## src/rtl/bit_sender_pkg.sv

```systemverilog
// bit_sender_pkg: shared types and constants for the LSB-first serial link.
// Holds the FSM state enum, payload width default, line levels, index width.
package bit_sender_pkg;

  localparam int DATA_W_DEF = 8;
  localparam int IDX_W      = $clog2(DATA_W_DEF) + 1;

  localparam logic LINE_IDLE   = 1'b0;
  localparam logic START_LEVEL = 1'b1;

  typedef enum logic [2:0] {
    S_IDLE,
    S_START,
    S_DATA,
    S_PARITY,
    S_STOP
  } state_t;

endpackage

```

## src/rtl/bit_sender_counter.sv

```systemverilog
// bit_sender_counter: bit index for the DATA phase of a frame.
// Ports: clk, rst (async high), i_clr, i_en; o_last = (index == DATA_W-1).
module bit_sender_counter
  import bit_sender_pkg::*;
#(
  parameter int DATA_W = DATA_W_DEF
) (
  input  logic clk,
  input  logic rst,
  input  logic i_clr,
  input  logic i_en,
  output logic o_last
);

  localparam int IW = $clog2(DATA_W) + 1;
  localparam logic [IW-1:0] LAST_IDX = IW'(DATA_W - 1);

  logic [IW-1:0] r_idx;

  always_ff @(posedge clk or posedge rst) begin
    if (rst) begin
      r_idx <= '0;
    end else if (i_clr) begin
      r_idx <= '0;
    end else if (i_en) begin
      r_idx <= r_idx + IW'(1);
    end
  end

  assign o_last = (r_idx == LAST_IDX);

endmodule

```

## src/rtl/bit_sender.sv

```systemverilog
// bit_sender: byte-in, single-wire frame out (start 1, 8 data LSB first, stop 0).
// Ports: clk, rst (async high), tx_valid, data_in -> tx_ready, serial_out,
// busy, tx_done. Define BIT_SENDER_PARITY_EN to add an even-parity bit.
module bit_sender
  import bit_sender_pkg::*;
#(
  parameter int DATA_W = DATA_W_DEF
) (
  input  logic              clk,
  input  logic              rst,
  input  logic              tx_valid,
  input  logic [DATA_W-1:0] data_in,
  output logic              tx_ready,
  output logic              serial_out,
  output logic              busy,
  output logic              tx_done
);

  state_t r_state;
  state_t w_next;

  logic [DATA_W-1:0] r_shreg;
  logic              w_accept;
  logic              w_last;
  logic              w_cnt_clr;
  logic              w_cnt_en;

`ifdef BIT_SENDER_PARITY_EN
  logic r_par;
`endif

  assign w_accept = (r_state == S_IDLE) && tx_valid;

  always_ff @(posedge clk or posedge rst) begin
    if (rst) begin
      r_state <= S_IDLE;
    end else begin
      r_state <= w_next;
    end
  end

  always_comb begin
    w_next    = r_state;
    w_cnt_clr = 1'b0;
    w_cnt_en  = 1'b0;
    unique case (r_state)
      S_IDLE: begin
        if (tx_valid) begin
          w_next    = S_START;
          w_cnt_clr = 1'b1;
        end
      end
      S_START: w_next = S_DATA;
      S_DATA: begin
        w_cnt_en = 1'b1;
        if (w_last) begin
`ifdef BIT_SENDER_PARITY_EN
          w_next = S_PARITY;
`else
          w_next = S_STOP;
`endif
        end
      end
      S_PARITY: w_next = S_STOP;
      S_STOP:   w_next = S_IDLE;
      default:  w_next = S_IDLE;
    endcase
  end

  always_ff @(posedge clk or posedge rst) begin
    if (rst) begin
      r_shreg <= '0;
    end else if (w_accept) begin
      r_shreg <= data_in;
    end else if (r_state == S_DATA) begin
      r_shreg <= r_shreg >> 1;
    end
  end

`ifdef BIT_SENDER_PARITY_EN
  // Parity is taken from the byte as accepted, not the shifting copy.
  always_ff @(posedge clk or posedge rst) begin
    if (rst) begin
      r_par <= 1'b0;
    end else if (w_accept) begin
      r_par <= ^data_in;
    end
  end
`endif

  bit_sender_counter #(
    .DATA_W (DATA_W)
  ) u_cnt (
    .clk    (clk),
    .rst    (rst),
    .i_clr  (w_cnt_clr),
    .i_en   (w_cnt_en),
    .o_last (w_last)
  );

  // Line decoded from state only, so reset drops it asynchronously.
  always_comb begin
    serial_out = LINE_IDLE;
    unique case (r_state)
      S_START: serial_out = START_LEVEL;
      S_DATA:  serial_out = r_shreg[0];
`ifdef BIT_SENDER_PARITY_EN
      S_PARITY: serial_out = r_par;
`else
      S_PARITY: serial_out = LINE_IDLE;
`endif
      default: serial_out = LINE_IDLE;
    endcase
  end

  assign tx_ready = (r_state == S_IDLE);
  assign busy     = (r_state != S_IDLE);
  assign tx_done  = (r_state == S_STOP);

endmodule

```

## config.mk

```make
export PLATFORM = sky130hd
export DESIGN_NAME = bit_sender
export DESIGN_NICKNAME = d
export VERILOG_FILES = /design/src/rtl/bit_sender_pkg.sv /design/src/rtl/bit_sender_counter.sv /design/src/rtl/bit_sender.sv
export SDC_FILE = /design/constraint.sdc
export NUM_CORES = 1
export LEC_CHECK = 0
export BUFFER_PORTS_ARGS = -buffer_cell sky130_fd_sc_hd__buf_4
export CORE_MARGIN = 10
export CORE_UTILIZATION = 55
export DETAILED_ROUTE_END_ITERATION = 6
export MAX_ROUTING_LAYER = met4
export PLACE_DENSITY_LB_ADDON = 0.2
export SLEW_MARGIN = 5
export SYNTH_ARGS = -nofsm -noshare
export SYNTH_HDL_FRONTEND = slang
export SYNTH_SLANG_ARGS = --single-unit
```

## constraint.sdc

```tcl
create_clock -name clk -period 3.21 [get_ports clk]
set_input_delay 0.642 -clock clk [delete_from_list [all_inputs] [get_ports clk]]
set_output_delay 0.642 -clock clk [all_outputs]
set_load 0.01 [all_outputs]
```

# Word level (Yosys, flattened, before mapping)
# Index checks and enable logic that the tools add are counted.
op_classes:
  reduce_logical: 6
  muxes: 11
  n_shift: 0
  mul: 0
  n_addsub: 1
  magnitude_cmp: 0
  bitwise_logic: 0
  n_div: 0
  eq_ne: 7
op_table:
  columns: ["operator", "count"]
  rows:
  - ["two-way mux 8 bit", 2]
  - ["case mux 3 bit (4 select lines)", 1]
  - ["two-way mux 4 bit", 2]
  - ["equality test 3 x 2 -> 1 bit, second input constant", 2]
  - ["two-way mux 3 bit", 2]
  - ["adder 4 x 1 -> 4 bit, second input constant", 1]
  - ["equality test 4 x 3 -> 1 bit, second input constant", 1]
  - ["nonzero test 2 bit", 2]
  - ["equality test 3 x 1 -> 1 bit, second input constant", 1]
  - ["equality test 3 bit, second input constant", 1]
  - ["zero test 3 bit", 1]
  - ["two-way mux 1 bit", 3]
  - ["nonzero test 3 bit", 1]
  - ["inequality test 2 x 1 -> 1 bit, second input constant", 1]
  - ["inequality test 2 bit, second input constant", 1]
  - ["case mux 1 bit (2 select lines)", 1]
  - ["AND reduction 2 bit", 1]
  - ["logical AND 1 bit", 1]
word_totals:
  rom_bits: 0
  ramBits: 0
  latch_bits: 0
  inputBits: 11
  ff_bits: 15
  memories: 0
  word_cells: 28

# Logic depth before layout (Yosys ltp)
depth:
  ltp_word: 4
  ltp_mapped: 6

# Hierarchy
# From an unflattened synthesis, not the netlist that was laid out.
unflattened:
  hier_cells: 79
  area_unflattened_um2: 759.5
by_module_without_submodules:
  columns: ["mod", "instances", "seq_area_each_um2", "area_each_um2", "cells_each"]
  rows:
  - ["bit_sender", 1, 275.3, 555.5, 60]
  - ["bit_sender_counter", 1, 100.1, 203.9, 19]

# Worst setup path before layout
# No wires, ideal clock.
synth_timing:
  path_type: "input to register"
  from: "input tx_valid"
  to: "register r_shreg[2]"
  path_buffers: 2
  slack_ns: 1.573
  stages: 6
  t_arrival_ns: 1.560
  cell_sequence: "or4b_1 -> buf_6 -> inv_6 -> buf_8 -> a21oi_1 -> a21oi_1"
synth_between:
  elab_chain_len: 2
synth_rtl:
  columns: ["element", "line", "source"]
  rows:
  - ["from (decl)", "bit_sender.sv:11", "input logic tx_valid,"]
  - ["logical AND 1 bit *", "bit_sender.sv:32", "assign w_accept = (r_state == S_IDLE) && tx_valid;"]
  - ["two-way mux 8 bit / nonzero test 2 bit (equally long branches)", null, null]
  - ["to (signal assigned)", "bit_sender.sv:74", "r_shreg <= data_in;"]
  - ["to (signal assigned)", "bit_sender.sv:76", "r_shreg <= r_shreg >> 1;"]
  - ["to (decl)", "bit_sender.sv:22", "logic [DATA_W-1:0] r_shreg;"]
# Every way passes the cells marked *; elsewhere a longest branch is shown, timed or not.
# A chain may end at the register's enable or synchronous reset.

# Worst setup path after layout
layout_timing:
  from: "register r_state[0]"
  to: "output tx_ready"
layout_between:
  elab_chain_len: 1
layout_rtl:
  columns: ["element", "line", "source"]
  rows:
  - ["from (decl)", "bit_sender.sv:19", "state_t r_state;"]
  - ["from (signal assigned)", "bit_sender.sv:38", "r_state <= w_next;"]
  - ["zero test 3 bit", "bit_sender.sv:116", "assign tx_ready = (r_state == S_IDLE);"]
  - ["to (decl)", "bit_sender.sv:13", "output logic tx_ready,"]
# Every way passes these cells.

==> results.yml <==
grt:
  grt_first_pass_wirelength_um: 2460
  antenna_found_initial: 0
  grt_pass1_vias: 579
  overflow: 0
  grt_max_degree: 16
  grt_usage_pct: 9.54
detailed_routing:
  remaining_drc_errors: 0
  ant_nets: 0
  drt-total-wl_um: 1430
  firstDrtPassIters: 4
  avgViaCountPerCell: 5.28
  via_count: 581
  drt_iter0_drc: 10
  wl_per_cell_um: 13.0
sta:
  finalSetupViolations: 0
  hold_viol_final: 0
  fmax_mhz: 505
  tns_ns: 0
  finalClockSkew_ns: 0.00411
  worstMarginPinSlew_ns: 0.593
  finalMaxSlewViolations: 0
  rsz0062_at_grt: "false"
  fin_crit_ns: 1.98
  fin_ws_ns: 1.23
  maxSlewHeadroom_pct: 60.3
  period_share_pct: 61.7
  hold_slack_ns: 0.413
clock_network:
  cts-htree-levels: 1
  clkLatencyLatePin_ns: 0.28
  post_cts_buffers: 0
  clock-sinks: 15
  cts_max_path_buffers: 2
  cts_hold_buf: 0
  cts_tree: "built"
  ctsResizeCount: 0
  numCtsBuffers: 3
  cts_root_buf: "clkbuf_4"
  clkTransAtPathRegs_ns: 0.09
synthesis:
  synth_top_family_by_area: "simple AND/OR/NAND/NOR gates"
  synth.yosys.seq_area_share_pct: 51.2
  synthSimpleGateAreaFrac_pct: 23.5
  ys.flop_type: "dfrtp_1"
  muxShareOfSynthArea_pct: 1.37
  async_flop_share_pct: 100
  synth_cell_types: 24
  syn_area_sq_um: 733
  synth-seq-cells: 15
  syn_avg_cell_area_sq_um: 9.17
  synth_nets: 92
  synth_xor_area_share_pct: 1.19
  yosysWarnings: 0
  synth_edf_count: 0
  synth-compound-area-share_pct: 13.7
  synth_adder_area_share_pct: 1.71
  synthesis.instances: 80
critical_path:
  crit_start: "r_state[0]$_DFFE_PP0P_"
  r2r_start: "r_state[0]$_DFFE_PP0P_"
  path_max_fanout: 8
  arrival_ns: 1.34
  start_kind: "flop"
  r2r-end: "r_shreg[1]$_DFFE_PP0P_"
  reg2reg_depth: 4
  reg2reg_slack_ns: 1.50
  critPathCaptureType: "output pin"
  worstSetupPathType: "reg2out"
  required_ns: 2.57
  crit_end: "tx_ready"
layout:
  area_delta_synth_final_pct: 16.4
  final_common_cell: "a21oi_1"
  nNetsFinal: 108
  antennaDiodeCount: 0
  final_cell_mix: "19 x a21oi_1, 15 x dfrtp_1, 14 x buf_4"
  drive_gt1_share_pct: 20.0
  final_cells: 110
power:
  p_total_mw: 0.785
  cellLeakagePower_nw: 0.423
  ir_drop_mv: 0.466
  powerDensity_mw_per_mm2: 920
placed_design:
  port_buffers: 14
  dpl.hpwl_um: 1060
  place.gp.congestion: 0.761
  dp.cells: 106
  pre_cts_ws_ns: 1.34
worst_hold_path:
  hold_class: "in2async"
flow_run:
  cap_violations: 0
floorplan:
  fp.dieH_um: 56.5
  die_area_sq_mm: 0.00319
  coreArea_sq_mm: 0.00128
  start_util_pct: 57.1
  fp-row-count: 13
  die_w_um: 56.5
  io_pins: 15
status:
  outcome: "finished clean"
final cells by class:
| cell class | count | area [sq um] |
|---|---|---|
| flip-flops and latches | 15 | 375 |
| fillers | 110 | 432 |
| well taps | 15 | 18.8 |
| clock buffers | 4 | 26.3 |
| multi-input cells | 57 | 304 |
| repair buffers | 14 | 105 |
| inverters | 5 | 23.8 |
per-stage QoR:
| step | area, sq um | utilization, % |
|---|---|---|
| after detailed placement | 827 | 64.4 |
| after global routing | 853 | 66.4 |
| after floorplan | 733 | - |
| final | 853 | 66.4 |
| after global placement | 827 | 64.4 |
| after CTS | 853 | 66.4 |
power breakdown:
| group | internal [mW] | switching, mW | total [mW] |
|---|---|---|---|
| clock | 0.0482 | 0.0585 | 0.107 |
| combinational | 0.153 | 0.187 | 0.340 |
| sequential | 0.273 | 0.0656 | 0.338 |
| total | 0.474 | 0.311 | 0.785 |
layer usage:
layer  wire length, um  vias up  global-route usage (%)
li1                  -      295                       -
met1               630      272                    10.6
met2               691       12                    14.3
met3                85        2                    3.15
met4                19        0                    6.19
met5                 0        -                       -
worst min path at each step:
stage / startpoint / to / cells past startpoint
4_1_cts: rst / r_state[0]$_DFFE_PP0P_ / 2
6_report: rst / r_shreg[5]$_DFFE_PP0P_ / 2
5_1_grt: rst / r_shreg[0]$_DFFE_PP0P_ / 2
3_3_place_gp: u_cnt.r_idx[3]$_DFFE_PP0P_ / u_cnt.r_idx[3]$_DFFE_PP0P_ / 1
3_5_place_dp: u_cnt.r_idx[3]$_DFFE_PP0P_ / u_cnt.r_idx[3]$_DFFE_PP0P_ / 1
2_1_floorplan: u_cnt.r_idx[3]$_DFFE_PP0P_ / u_cnt.r_idx[3]$_DFFE_PP0P_ / 1
cells by family (layout without fill, tap and decap cells):
logic type	after synthesis	count (layout)
and+or+nand+nor	34	34
xor gates and xnor gates	1	1
AOI/OAI and AO/OA	20	20
DFF	15	15
buffers and inverters	8	23
adders and majority gates	1	1
muxes	1	1
synth_stat cells, types with 2 or more instances:
cell      n  area, sq um
a21oi_1  19         95.1
dfrtp_1  15          375
inv_1     4         15.0
or3_1     2         12.5
nand2_1  12         45.0
nor2_1   10         37.5
state kept, by name (all words and copies together) (netlist names):
signal / flops
r_shreg: 8
u_cnt.r_idx: 4
r_state: 3
critical path, stage by stage, from the launching register on:
cell and delay, ns:
dfrtp_1 0.46, or3_1 0.43, inv_1 0.07, buf_4 0.11
No activity file was read; power rests on OpenSTA's default activity.
